[src/rtl/program_loader.sv]
// Streams a word-count header plus MSB-first instruction bytes into the instruction RAM
// from BASE_ADDR upward, holding the CPU off while a load is in progress or has failed.
module program_loader #(
  parameter int unsigned ADDRESS_BUS_WIDTH = 10,
  parameter int unsigned INSTRUCTION_WIDTH = 32,
  parameter int unsigned BASE_ADDR         = 512,
  parameter int unsigned WORD_STEP         = 4,
  parameter int unsigned MAX_WORDS         = 128
) (
  input  logic                         clk,
  input  logic                         reset,
  input  logic                         load_start,
  input  logic [7:0]                   byte_in,
  input  logic                         byte_valid,
  output logic                         byte_ready,
  output logic [ADDRESS_BUS_WIDTH-1:0] imem_address,
  output logic [INSTRUCTION_WIDTH-1:0] imem_write_data,
  output logic                         imem_write,
  output logic                         cpu_hold,
  output logic                         load_done,
  output logic                         load_error,
  output logic [7:0]                   words_written
);

  localparam int unsigned BytesPerWord = INSTRUCTION_WIDTH / 8;
  localparam int unsigned CntW = (BytesPerWord > 1) ? $clog2(BytesPerWord) : 1;
  localparam logic [CntW-1:0] LastByte = CntW'(BytesPerWord - 1);
  localparam logic [ADDRESS_BUS_WIDTH-1:0] BaseAddr = ADDRESS_BUS_WIDTH'(BASE_ADDR);
  localparam logic [ADDRESS_BUS_WIDTH-1:0] AddrStep = ADDRESS_BUS_WIDTH'(WORD_STEP);

  typedef enum logic [2:0] {
    StIdle,
    StHdrHi,
    StHdrLo,
    StCollect,
    StWrite,
    StDone,
    StError
  } state_e;

  state_e                         state_q, state_d;
  logic [15:0]                    count_q, count_d;
  logic [CntW-1:0]                byte_cnt_q, byte_cnt_d;
  logic [INSTRUCTION_WIDTH-1:0]   word_q, word_d;
  logic [INSTRUCTION_WIDTH-1:0]   data_q, data_d;
  logic [ADDRESS_BUS_WIDTH-1:0]   addr_q, addr_d;
  logic [7:0]                     ww_q, ww_d;

  logic                           xfer;
  logic                           start;
  logic [15:0]                    hdr_count;
  logic [INSTRUCTION_WIDTH-1:0]   word_shifted;
  logic                           last_word;

  assign xfer         = byte_valid & byte_ready;
  assign start        = load_start &
                        ((state_q == StIdle) | (state_q == StDone) | (state_q == StError));
  assign hdr_count    = {count_q[15:8], byte_in};
  assign word_shifted = (word_q << 8) | INSTRUCTION_WIDTH'(byte_in);
  assign last_word    = ({8'd0, ww_q + 8'd1} == count_q);

  // State register
  always_ff @(posedge clk or negedge reset) begin
    if (!reset) begin
      state_q <= StIdle;
    end else begin
      state_q <= state_d;
    end
  end

  // Next-state logic
  always_comb begin
    state_d = state_q;
    unique case (state_q)
      StIdle, StDone, StError: begin
        if (load_start) state_d = StHdrHi;
      end
      StHdrHi: begin
        if (xfer) state_d = StHdrLo;
      end
      StHdrLo: begin
        if (xfer) begin
          if (hdr_count == 16'd0) begin
            state_d = StDone;
          end else if ({16'd0, hdr_count} > MAX_WORDS) begin
            state_d = StError;
          end else begin
            state_d = StCollect;
          end
        end
      end
      StCollect: begin
        if (xfer && (byte_cnt_q == LastByte)) state_d = StWrite;
      end
      StWrite: begin
        state_d = last_word ? StDone : StCollect;
      end
      default: state_d = StIdle;
    endcase
  end

  // Output decode; every status output is a pure function of state.
  always_comb begin
    byte_ready = 1'b0;
    imem_write = 1'b0;
    cpu_hold   = 1'b0;
    load_done  = 1'b0;
    load_error = 1'b0;
    unique case (state_q)
      StIdle: ;
      StHdrHi, StHdrLo, StCollect: begin
        byte_ready = 1'b1;
        cpu_hold   = 1'b1;
      end
      StWrite: begin
        imem_write = 1'b1;
        cpu_hold   = 1'b1;
      end
      StDone: load_done = 1'b1;
      StError: begin
        cpu_hold   = 1'b1;
        load_error = 1'b1;
      end
      default: ;
    endcase
  end

  // Datapath next-state
  always_comb begin
    count_d    = count_q;
    byte_cnt_d = byte_cnt_q;
    word_d     = word_q;
    data_d     = data_q;
    addr_d     = addr_q;
    ww_d       = ww_q;
    if (start) begin
      ww_d   = 8'd0;
      addr_d = BaseAddr;
    end
    unique case (state_q)
      StHdrHi: begin
        if (xfer) count_d[15:8] = byte_in;
      end
      StHdrLo: begin
        if (xfer) begin
          count_d[7:0] = byte_in;
          byte_cnt_d   = '0;
        end
      end
      StCollect: begin
        if (xfer) begin
          word_d     = word_shifted;
          byte_cnt_d = byte_cnt_q + 1'b1;
          // Latch the finished word so the RAM sees a stable value in the write cycle.
          if (byte_cnt_q == LastByte) begin
            data_d     = word_shifted;
            byte_cnt_d = '0;
          end
        end
      end
      StWrite: begin
        ww_d   = ww_q + 8'd1;
        addr_d = addr_q + AddrStep;
      end
      default: ;
    endcase
  end

  always_ff @(posedge clk or negedge reset) begin
    if (!reset) begin
      count_q    <= 16'd0;
      byte_cnt_q <= '0;
      word_q     <= '0;
      data_q     <= '0;
      addr_q     <= BaseAddr;
      ww_q       <= 8'd0;
    end else begin
      count_q    <= count_d;
      byte_cnt_q <= byte_cnt_d;
      word_q     <= word_d;
      data_q     <= data_d;
      addr_q     <= addr_d;
      ww_q       <= ww_d;
    end
  end

  assign imem_address    = addr_q;
  assign imem_write_data = data_q;
  assign words_written   = ww_q;

endmodule

[config.mk]
export PLATFORM = sky130hd
export DESIGN_NAME = program_loader
export DESIGN_NICKNAME = d
export VERILOG_FILES = /design/src/rtl/program_loader.sv
export SDC_FILE = /design/constraint.sdc
export NUM_CORES = 1
export LEC_CHECK = 0
export ABC_AREA = 1
export BUFFER_PORTS_ARGS = -buffer_cell sky130_fd_sc_hd__buf_2
export CORE_MARGIN = 4
export CORE_UTILIZATION = 45
export CTS_CLUSTER_SIZE = 20
export DETAILED_ROUTE_END_ITERATION = 12
export PLACE_DENSITY = 0.66
export SLEW_MARGIN = 15
export SYNTH_ARGS = -nofsm -noshare
export SYNTH_HDL_FRONTEND = slang
export SYNTH_SLANG_ARGS = --single-unit
[constraint.sdc]
create_clock -name clk -period 2 [get_ports clk]
set_input_delay 0.2 -clock clk [delete_from_list [all_inputs] [get_ports clk]]
set_output_delay 0.2 -clock clk [all_outputs]
set_load 0.01 [all_outputs]
==> flow_metrics.py <==
metrics = {
    "worst_setup_path": {
        "crit_path_max_incr_delay_ps": 460,
        "crit_fanout": 11,
        "worstPathRequired_ps": 1800,
        "crit_chain": "inv_2 > nand2_1 > nor2_1 > buf_4 > buf_2",
        "cp_data_arrival_time_ps": 1570,
        "endpoint_kind": "primary output",
        "worst-setup-path-type": "register to primary output",
        "critPathSlowestCell": "dfrtp_1",
        "start_kind": "register",
    },
    "grt": {
        "grt_first_pass_wirelength_um": 14900,
        "grt_pass1_vias": 3057,
        "grt_overflow_total": 0,
        "antenna_found_initial": 0,
        "grt_max_degree": 57,
        "gr-usage-all-layers": 0.168,
    },
    "clock_network": {
        "cts.clk_slew.worst_paths_ps": 90,
        "clock-sinks": 93,
        "cts_tree": "built",
        "cts_buffer_depth": 2,
        "cts_buffers": 9,
        "cts_root_buffer": "clkbuf_8",
        "clk_latency_ps": 370,
        "htree_levels": 3,
        "cts_resized": 0,
    },
    "floorplanning": {
        "start_util": 0.459,
        "ioPinCount": 67,
        "dieArea_um2": 11000,
        "die_w_um": 105,
        "rows": 35,
        "fp.dieH_um": 105,
        "coreArea_um2": 9150,
    },
    "detailed_routing": {
        "num_vias": 3222,
        "via_per_inst": 4.98,
        "drt-pass1-iter-count": 4,
        "wl_per_cell_um": 13.3,
        "drcViolationCount": 0,
        "drt-initial-drc-count": 172,
        "ant_nets": 0,
        "routed_wl_um": 8580,
    },
    "power_and_ir_drop": {
        "clkPwrFrac": 0.237,
        "netSwitchingFraction": 0.369,
        "power.internal_uw": 3550,
        "p_leak_uw": 0.00253,
        "powerDensity_nw_per_um2": 1170,
        "combPwrFrac": 0.285,
        "pwr-share-seq": 0.477,
        "power.switching_uw": 2080,
        "ir_drop_uv": 430,
    },
    "sta": {
        "tightest_slew_ps": 507,
        "hold_violations": 0,
        "finalWorstSetupSlack_ps": 231,
        "layout_min_cycle_time_ps": 1770,
        "rsz0062_at_grt": "false",
        "fin_crit_sh": 0.884,
        "max_freq_mhz": 565,
        "relSlewSlack": 0.662,
        "slew_viol_final": 0,
        "timing.setup.tns_ps": 0,
        "fin_skew_ps": 13.0,
        "setup_viol": 0,
    },
    "place": {
        "numPortBuffers": 64,
        "post-dp-hpwl_um": 6140,
        "place_ws_ps": 276,
        "finalWeightedCongestion": 0.854,
    },
    "synth": {
        "syn_inst": 465,
        "async_reset_ff_frac": 1.00,
        "syn_avg_cell_area_um2": 9.04,
        "synth_fa_ha_area_frac": 0.00893,
        "yosysTopAreaCell": "dfrtp_1",
        "synthXorXnorAreaFrac": 0,
        "synth_area_leaders": "dfrtp_1, nand2_1, o21ai_0",
        "synth_top_family_by_area": "simple AND/OR/NAND/NOR gates",
        "ys_seq_area_frac": 0.554,
        "yosysWarnings": 0,
        "synth_cell_type_count": 30,
        "synth-simple-area-share": 0.193,
        "synth_top_area_frac": 0.548,
        "ys_ff_latch": 93,
        "synth_compound_area_frac": 0.135,
        "synth_edf_count": 0,
        "synth_area_um2": 4200,
        "yosys-mux-area-fraction": 0.0310,
        "ys.flop_type": "dfrtp_1",
    },
    "cells_and_area": {
        "drive_above_1_share": 0.228,
        "final_common_cell": "nand2_1",
        "area_growth_pct": 14.9,
        "layout.nets": 546,
        "diodes": 0,
        "mostFrequentLayoutCells": "nand2_1, dfrtp_1, buf_2",
    },
    "job": {
        "maxCapViolCount": 0,
    },
    "min_path": {
        "min_path_type": "input port to register",
    },
    "status": {
        "outcome": "completed",
    },
}
[worst max-delay path, delay by kind of cell, from the launching register on]
| kind | cells | cell delay, ps |
|---|---|---|
| buffers and inverters | 3 | 490 |
| DFF | 1 | 460 |
| and+or+nand+nor | 2 | 240 |
[cell type report]
cell class / count / area (um2)
Sequential cell: 93 / 2330
Timing Repair Buffer: 72 / 410
Clock inverter: 7 / 86.3
Fill cell: 845 / 4320
Clock buffer: 9 / 124
Inverter: 50 / 188
Tap cell: 111 / 139
Multi-Input combinational cell: 305 / 1550
[routing by layer]
metal | global-route usage | wire (um) | up-vias
met5 | 0 | 0 | -
met4 | 0.0534 | 107 | 0
met3 | 0.0389 | 357 | 7
met2 | 0.259 | 4030 | 62
met1 | 0.236 | 4090 | 1522
li1 | - | - | 1631
[path summary, 6_finish.rpt]
path,end,slack [ps],cells after the start,startpoint
max in group asynchronous,imem_write_data[5],940,3,reset
worst min register to register,imem_write_data[0],480,2,imem_write_data[0]
worst max register to register,state_q[1],240,14,words_written[1]
worst max-delay path,imem_write,230,5,state_q[0]
worst min-delay path,imem_write_data[5],160,3,byte_in[5]
min in group asynchronous,imem_write_data[19],330,2,reset
[cells in the mapped netlist, types with 5 or more instances]
library cell and number:
a21oi_1 5, buf_6 8, clkbuf_1 6, dfrtp_1 92, inv_1 48, mux2_4 8, nand2_1 131, nand3_1 29
nor2_1 29, o21ai_0 45, o21ai_1 12, o21ai_2 20, o22ai_1 5
[what timing repair did]
action	CTS	global route
hold endpoints to repair	35	0
hold buffers	1	0
setup buffers	0	0
[flip-flops by register name, indices dropped and copies added, names as in the netlist]
name             cells
count_q             16
imem_write_data     32
state_q              3
imem_address         8
word_q              24
words_written        8
byte_cnt_q           2
[through the flow]
step | area [um2] | hold WS (ps) | instances | power [uW] | utilization
2_1_floorplan | 4210 | -95.6 | 466 | 3840 | -
3_3_place_gp | 4610 | 208 | 630 | 4290 | 0.504
3_5_place_dp | 4610 | 211 | 630 | 4350 | 0.504
4_1_cts | 4830 | 152 | 647 | 5690 | 0.528
5_1_grt | 4830 | 156 | 647 | 6100 | 0.528
6_report | 4830 | 162 | 647 | 5630 | 0.528
[kinds of logic (layout without fill, tap and decap cells)]
logic type      Yosys count  in the layout
compound gates           92             92
fa+ha+maj                 3              3
buf+inv                  68            138
flops                    93             93
mux                       9              9
other cells               1              2
simple gates            199            199
[power by group through the flow]
| stage | sequential, uW | clock, uW | combinational (uW) |
|---|---|---|---|
| detailed placement | 2730 | 0 | 1620 |
| finish | 2690 | 1340 | 1610 |
| global route | 2750 | 1450 | 1890 |
| global placement | 2710 | 0 | 1580 |
| CTS | 2690 | 1370 | 1640 |
| floorplan | 2680 | 0 | 1160 |
(Power assumes the default switching activity.)
